**config.mk**
```make
export PLATFORM = sky130hd
export DESIGN_NAME = msu_sd_sector_responder
export DESIGN_NICKNAME = d
export VERILOG_FILES = /design/src/rtl/msu_sd_sector_responder.sv
export SDC_FILE = /design/constraint.sdc
export NUM_CORES = 1
export LEC_CHECK = 0
export ABC_AREA = 1
export BUFFER_PORTS_ARGS = -buffer_cell sky130_fd_sc_hd__buf_2
export CAP_MARGIN = 25
export CORE_UTILIZATION = 50
export DETAILED_ROUTE_END_ITERATION = 7
export PLACE_DENSITY = 0.78
export REMOVE_ABC_BUFFERS = 1
export SLEW_MARGIN = 20
export SYNTH_ARGS = -nofsm -noshare
export SYNTH_HDL_FRONTEND = slang
export SYNTH_SLANG_ARGS = --single-unit
```
**constraint.sdc**
```tcl
create_clock -name clk -period 1.6 [get_ports clk]
set_input_delay 0.32 -clock clk [delete_from_list [all_inputs] [get_ports clk]]
set_output_delay 0.32 -clock clk [all_outputs]
set_load 0.02 [all_outputs]
```
**src/rtl/msu_sd_sector_responder.sv**
```systemverilog
// Sector-read responder for the MSU audio path: accepts sd_rd requests and
// streams one sector of image words, zero-filling past the image end.
module msu_sd_sector_responder #(
    parameter int WORDS_PER_SECTOR = 256,
    parameter int ACK_DELAY        = 4,
    parameter int WR_GAP           = 0
) (
    input  logic        clk,
    input  logic        reset,
    input  logic        sd_rd,
    input  logic [20:0] sd_lba,
    input  logic [63:0] img_size,
    output logic        sd_ack,
    output logic [7:0]  sd_buff_addr,
    output logic [15:0] sd_buff_dout,
    output logic        sd_buff_wr,
    output logic        mem_rd,
    output logic [28:0] mem_addr,
    input  logic [15:0] mem_q,
    output logic        busy,
    output logic        out_of_range,
    output logic [15:0] sector_count
);

    typedef enum logic [1:0] {IDLE, ACK_WAIT, XFER, DONE} state_t;

    localparam logic [7:0] LAST     = 8'(WORDS_PER_SECTOR - 1);
    localparam logic [7:0] DLY_LAST = 8'(ACK_DELAY - 1);
    localparam logic [3:0] GAP      = 4'(WR_GAP);

    localparam logic [1:0] M_FULL = 2'd0;
    localparam logic [1:0] M_HALF = 2'd1;
    localparam logic [1:0] M_ZERO = 2'd2;

    state_t      state;
    logic [20:0] lba;
    logic [63:0] size;
    logic [7:0]  dly;
    logic [3:0]  gap;
    logic [7:0]  rd_idx;
    logic        rd_done;

    logic        p1_v, p2_v;
    logic [7:0]  p1_idx, p2_idx;
    logic [1:0]  p1_mode, p2_mode;

    logic        issue;
    logic [63:0] byte_addr;
    logic [63:0] acc_base;
    logic [1:0]  mode;

    // Read-slot scheduling and fill-mode classification of the next word
    always_comb begin
        issue     = 1'b0;
        byte_addr = {34'd0, lba, rd_idx, 1'b0};
        acc_base  = {34'd0, sd_lba, 9'd0};
        mode      = M_FULL;
        if (state == ACK_WAIT && dly == DLY_LAST)
            issue = 1'b1;
        if (state == XFER && !rd_done && gap == 4'd0)
            issue = 1'b1;
        if (byte_addr >= size)
            mode = M_ZERO;
        else if (byte_addr + 64'd1 == size)
            mode = M_HALF;
    end

    // Control FSM, read issue, two-stage data pipeline and registered outputs
    always_ff @(posedge clk) begin
        if (reset) begin
            state        <= IDLE;
            lba          <= '0;
            size         <= '0;
            dly          <= '0;
            gap          <= '0;
            rd_idx       <= '0;
            rd_done      <= 1'b0;
            p1_v         <= 1'b0;
            p2_v         <= 1'b0;
            p1_idx       <= '0;
            p2_idx       <= '0;
            p1_mode      <= M_FULL;
            p2_mode      <= M_FULL;
            sd_ack       <= 1'b0;
            sd_buff_addr <= '0;
            sd_buff_dout <= '0;
            sd_buff_wr   <= 1'b0;
            mem_rd       <= 1'b0;
            mem_addr     <= '0;
            busy         <= 1'b0;
            out_of_range <= 1'b0;
            sector_count <= '0;
        end else begin
            out_of_range <= 1'b0;
            mem_rd       <= 1'b0;
            p1_v         <= 1'b0;
            p2_v         <= p1_v;
            p2_idx       <= p1_idx;
            p2_mode      <= p1_mode;
            sd_buff_wr   <= p2_v;

            if (p2_v) begin
                sd_buff_addr <= p2_idx;
                unique case (p2_mode)
                    M_FULL:  sd_buff_dout <= mem_q;
                    M_HALF:  sd_buff_dout <= {8'h00, mem_q[7:0]};
                    default: sd_buff_dout <= 16'h0000;
                endcase
            end

            if (issue) begin
                p1_v     <= 1'b1;
                p1_idx   <= rd_idx;
                p1_mode  <= mode;
                mem_rd   <= (mode != M_ZERO);
                mem_addr <= {lba, rd_idx};
                gap      <= GAP;
                if (rd_idx == LAST)
                    rd_done <= 1'b1;
                else
                    rd_idx <= rd_idx + 8'd1;
            end else if (gap != 4'd0) begin
                gap <= gap - 4'd1;
            end

            unique case (state)
                IDLE: begin
                    if (sd_rd) begin
                        lba          <= sd_lba;
                        size         <= img_size;
                        dly          <= '0;
                        rd_idx       <= '0;
                        rd_done      <= 1'b0;
                        out_of_range <= (acc_base >= img_size);
                        busy         <= 1'b1;
                        state        <= ACK_WAIT;
                    end
                end
                ACK_WAIT: begin
                    if (dly == DLY_LAST) begin
                        sd_ack <= 1'b1;
                        state  <= XFER;
                    end else begin
                        dly <= dly + 8'd1;
                    end
                end
                XFER: begin
                    if (sd_buff_wr && sd_buff_addr == LAST) begin
                        sd_ack       <= 1'b0;
                        sector_count <= sector_count + 16'd1;
                        state        <= DONE;
                    end
                end
                DONE: begin
                    busy  <= 1'b0;
                    state <= IDLE;
                end
                default: state <= IDLE;
            endcase
        end
    end

endmodule

```
==> run_results.csv <==
group,metric,value,unit
sta,max_freq,0.590,GHz
finish,fillers,1378,
finish,final_nets,1568,
finish,synthToLayoutAreaGrowth,32.7,%
sta,setup_tns,-0.541,ns
worst_setup_path,crit_slowest_cell,"dfxtp_2",
clocking,cts_htree_levels,4,
worst_setup_path,start_kind,"flop",
finish,postLayoutCellArea,11800,um2
sta,tightest_slew,0.514,ns
detailed_routing,dr_total_vias,8515,
floorplanning,start_util,51.4,%
synthesis,synthFlopType,"dfxtp_1",
synthesis,seq_area_frac_synth,44.0,%
sta,rsz0062_at_grt,"yes",
placement,postPlaceCellArea,10500,um2
worst_setup_path,path_buf_inv,2,
sta,slew_viol_final,0,
global_routing,grt_pass1_wl,35.2,mm
clocking,root_buffer,"clkbuf_16",
global_routing,grt_pass1_vias,7693,
pwr,total_power,0.0160,W
sta,period_share,106,%
placement,hpwl,15.8,mm
global_routing,grt-ovfl-total,0,
synthesis,synth_common_cells,"dfxtp_1, inv_1, nand2_1, a21oi_1, o21ai_0",
synthesis,synth_top_area_cell,"dfxtp_1",
worst_setup_path,cp-end-kind,"flop",
flow_run,drv_cap,0,
clocking,cts_sinks,196,
sta,post-route-min-period,1.70,ns
floorplanning,coreArea,17400,um2
placement,pre_cts_ws,-0.0876,ns
worst_setup_path,reg2reg_from,"size[27]",
clocking,clkTransAtPathRegs,0.07,ns
global_routing,antenna_found_initial,0,
pwr,vdd_drop_max,0.946,mV
synthesis,synth.cell_area,8910,um2
clocking,ctsLongestPathBuffers,2,
synthesis,ys_top_cells_by_area,"dfxtp_1, ha_1, a21oi_1, inv_1, nand2_1",
sta,fin_skew,0.0106,ns
placement,gp_congestion,0.859,
detailed_routing,via_per_inst,5.18,
clocking,clk-insertion-delay-late,0.43,ns
sta,hold_ws,0.128,ns
synthesis,synth-edff-count,0,
floorplanning,die-area,18400,um2
sta,fin_ws,-0.0955,ns
synthesis,synth_top_area_share,44.0,%
clocking,cts_tree,"built",
synthesis,ys_warn_count,0,
global_routing,grtUsageTotal,24.0,%
worst_setup_path,worst-path-max-fanout,3,
finish,drive_gt1_share,30.6,%
synthesis,ys_ff_latch,196,
worst_hold_path,min-delay-start,"mem_q[4]",
detailed_routing,drtAntennaViolNets,0,
worst_setup_path,startpoint,"size[27]",
floorplanning,ios,178,
floorplanning,die_h,136,um
sta,hold_violations,0,
outcome,status,"finished, violations left",
clocking,cts_buffers,17,
worst_setup_path,crit_family,"simple AND/OR/NAND/NOR gates",
sta,setup_viol,17,
worst_setup_path,cp_slowest_stage_delay,0.32,ns
synthesis,yosys.cell_types.count,43,
detailed_routing,drc,0,
placement,portBuffers,177,
worst_setup_path,cp.required,1.93,ns
detailed_routing,drt_iter0_markers,395,
worst_setup_path,path_cells,"inv_2 -> ha_4 -> nand2_2 -> inv_2 -> nand3_2 -> nor2_4 -> nand2_2 -> nor2_4 -> nand2_2 -> nand3_4 -> nand2_4 -> nand3_2 -> nand2_1",
worst_setup_path,worstSetupPathType,"flop to flop",
detailed_routing,wl_per_cell,14.4,um
synthesis,avgSynthCellArea,7.69,um2
worst_setup_path,worstPathArrival,2.03,ns
floorplanning,rows,48,
detailed_routing,routed_wl,23.6,mm
outcome,violations,"negative setup slack",
pwr,leakagePower,5.34,nW
sta,slew_headroom,65.6,%
floorplanning,die_width,136,um
synthesis,synthArstFlopShare,0,%
global_routing,grt_max_degree,46,
pwr,power_density,1350,nW/um2
synthesis,synth_most_common_cell,"dfxtp_1",
worst_setup_path,critPathMostFrequentCell,"nand2_2",
detailed_routing,drt_pre_antenna_iters,5,
synthesis,synthCells,1159,
clocking,ctsHoldBuffers,0,
worst_hold_path,hp-class,"primary input to flop",
-- state kept, by name, indices dropped and copies added, names as in the netlist --
name / flops
size: 64
mem_addr: 29
lba: 21
sd_buff_dout: 16
sector_count: 16
dly: 8
p2_idx: 8
rd_idx: 8
sd_buff_addr: 8
gap: 4
p1_mode: 2
p2_mode: 2
state: 2
busy: 1
mem_rd: 1
out_of_range: 1
p1_v: 1
p2_v: 1
rd_done: 1
sd_ack: 1
sd_buff_wr: 1
-- layout make-up --
type	count	area [um2]	area share (%)
Antenna cell	1	2.50	0.0212
Clock buffer	19	433	3.66
Clock inverter	12	123	1.04
Inverter	173	668	5.65
Multi-Input combinational cell	744	4550	38.4
Sequential cell	196	3950	33.4
Tap cell	225	282	2.38
Timing Repair Buffer	272	1820	15.4
Timing Repair inverter	1	7.51	0.0635
-- routing by layer --
metal  wire (um)  GRT usage (%)  share of wire, %  vias up
met1       10600           30.0                45     3952
met2       11600           41.8                49      208
met5           0              0                 0        -
met3         936           4.53               4.0       42
met4         484           7.18               2.1        0
li1            -              -                 -     4313
-- cell families after synthesis --
kind of cell / Yosys count / synth area share, %
simple gates: 375 / 18.8
xor+xnor: 10 / 0.983
compound gates: 299 / 17.9
buf+inv: 219 / 9.95
mux: 1 / 0.112
fa+ha+maj: 59 / 8.28
flops: 196 / 44.0
-- worst register-to-register path, stage by stage (launching register included) --
cell and delay (ns):
dfxtp_2 0.32, inv_2 0.05, ha_4 0.26, nand2_2 0.05, inv_2 0.06, nand3_2 0.08
nor2_4 0.13, nand2_2 0.09, nor2_4 0.16, nand2_2 0.11, nand3_4 0.12, nand2_4 0.06
nand3_2 0.07, nand2_1 0.05
-- where the power goes --
group          switching [W]  internal [W]  leakage, nW
registers           0.000378       0.00564         1.61
logic                0.00335       0.00250         3.47
clock network        0.00193       0.00217        0.255
total                0.00566        0.0103         5.34
-- per-stage QoR --
step,util (%),std cells
global route,68.1,1642
CTS,65.3,1631
global placement,60.6,1589
floorplan,-,1113
finish,68.2,1643
detailed placement,60.6,1589
-- final timing paths --
check                                  endpoint  slack [ns]  depth (start not counted)
worst max register to register       p1_mode[0]        -0.1                         13
worst min register to register             p2_v        0.44                          2
worst min-delay path            sd_buff_dout[4]        0.13                          3
worst max-delay path                 p1_mode[0]        -0.1                         13
-- layout by cell type, fill, tap and decap left out, drive strengths merged --
master and instances:
o21a 4, clkinv 4, dfxtp 196, nor3 17, or2 2, diode 1, a21oi 147, mux2i 1
nor2 102, buf 269, o22ai 7, a21o 2, o21ai 134, clkbuf 22, clkinvlp 7, bufinv 1
inv 174, xnor2 3, and3 1, nand3 39, nand2 171, nand3b 3, xor2 7, ha 59
nand4 24, o211a 2, nor4 16, a211oi 2, a22oi 1
-- timing repair --
item,in CTS,in global routing
pin swaps,16,30
gates resized for setup,37,107
cloned,1,4
endpoints found under the setup margin,58,65
buffers inserted,10,10
(Power assumes the default switching activity.)
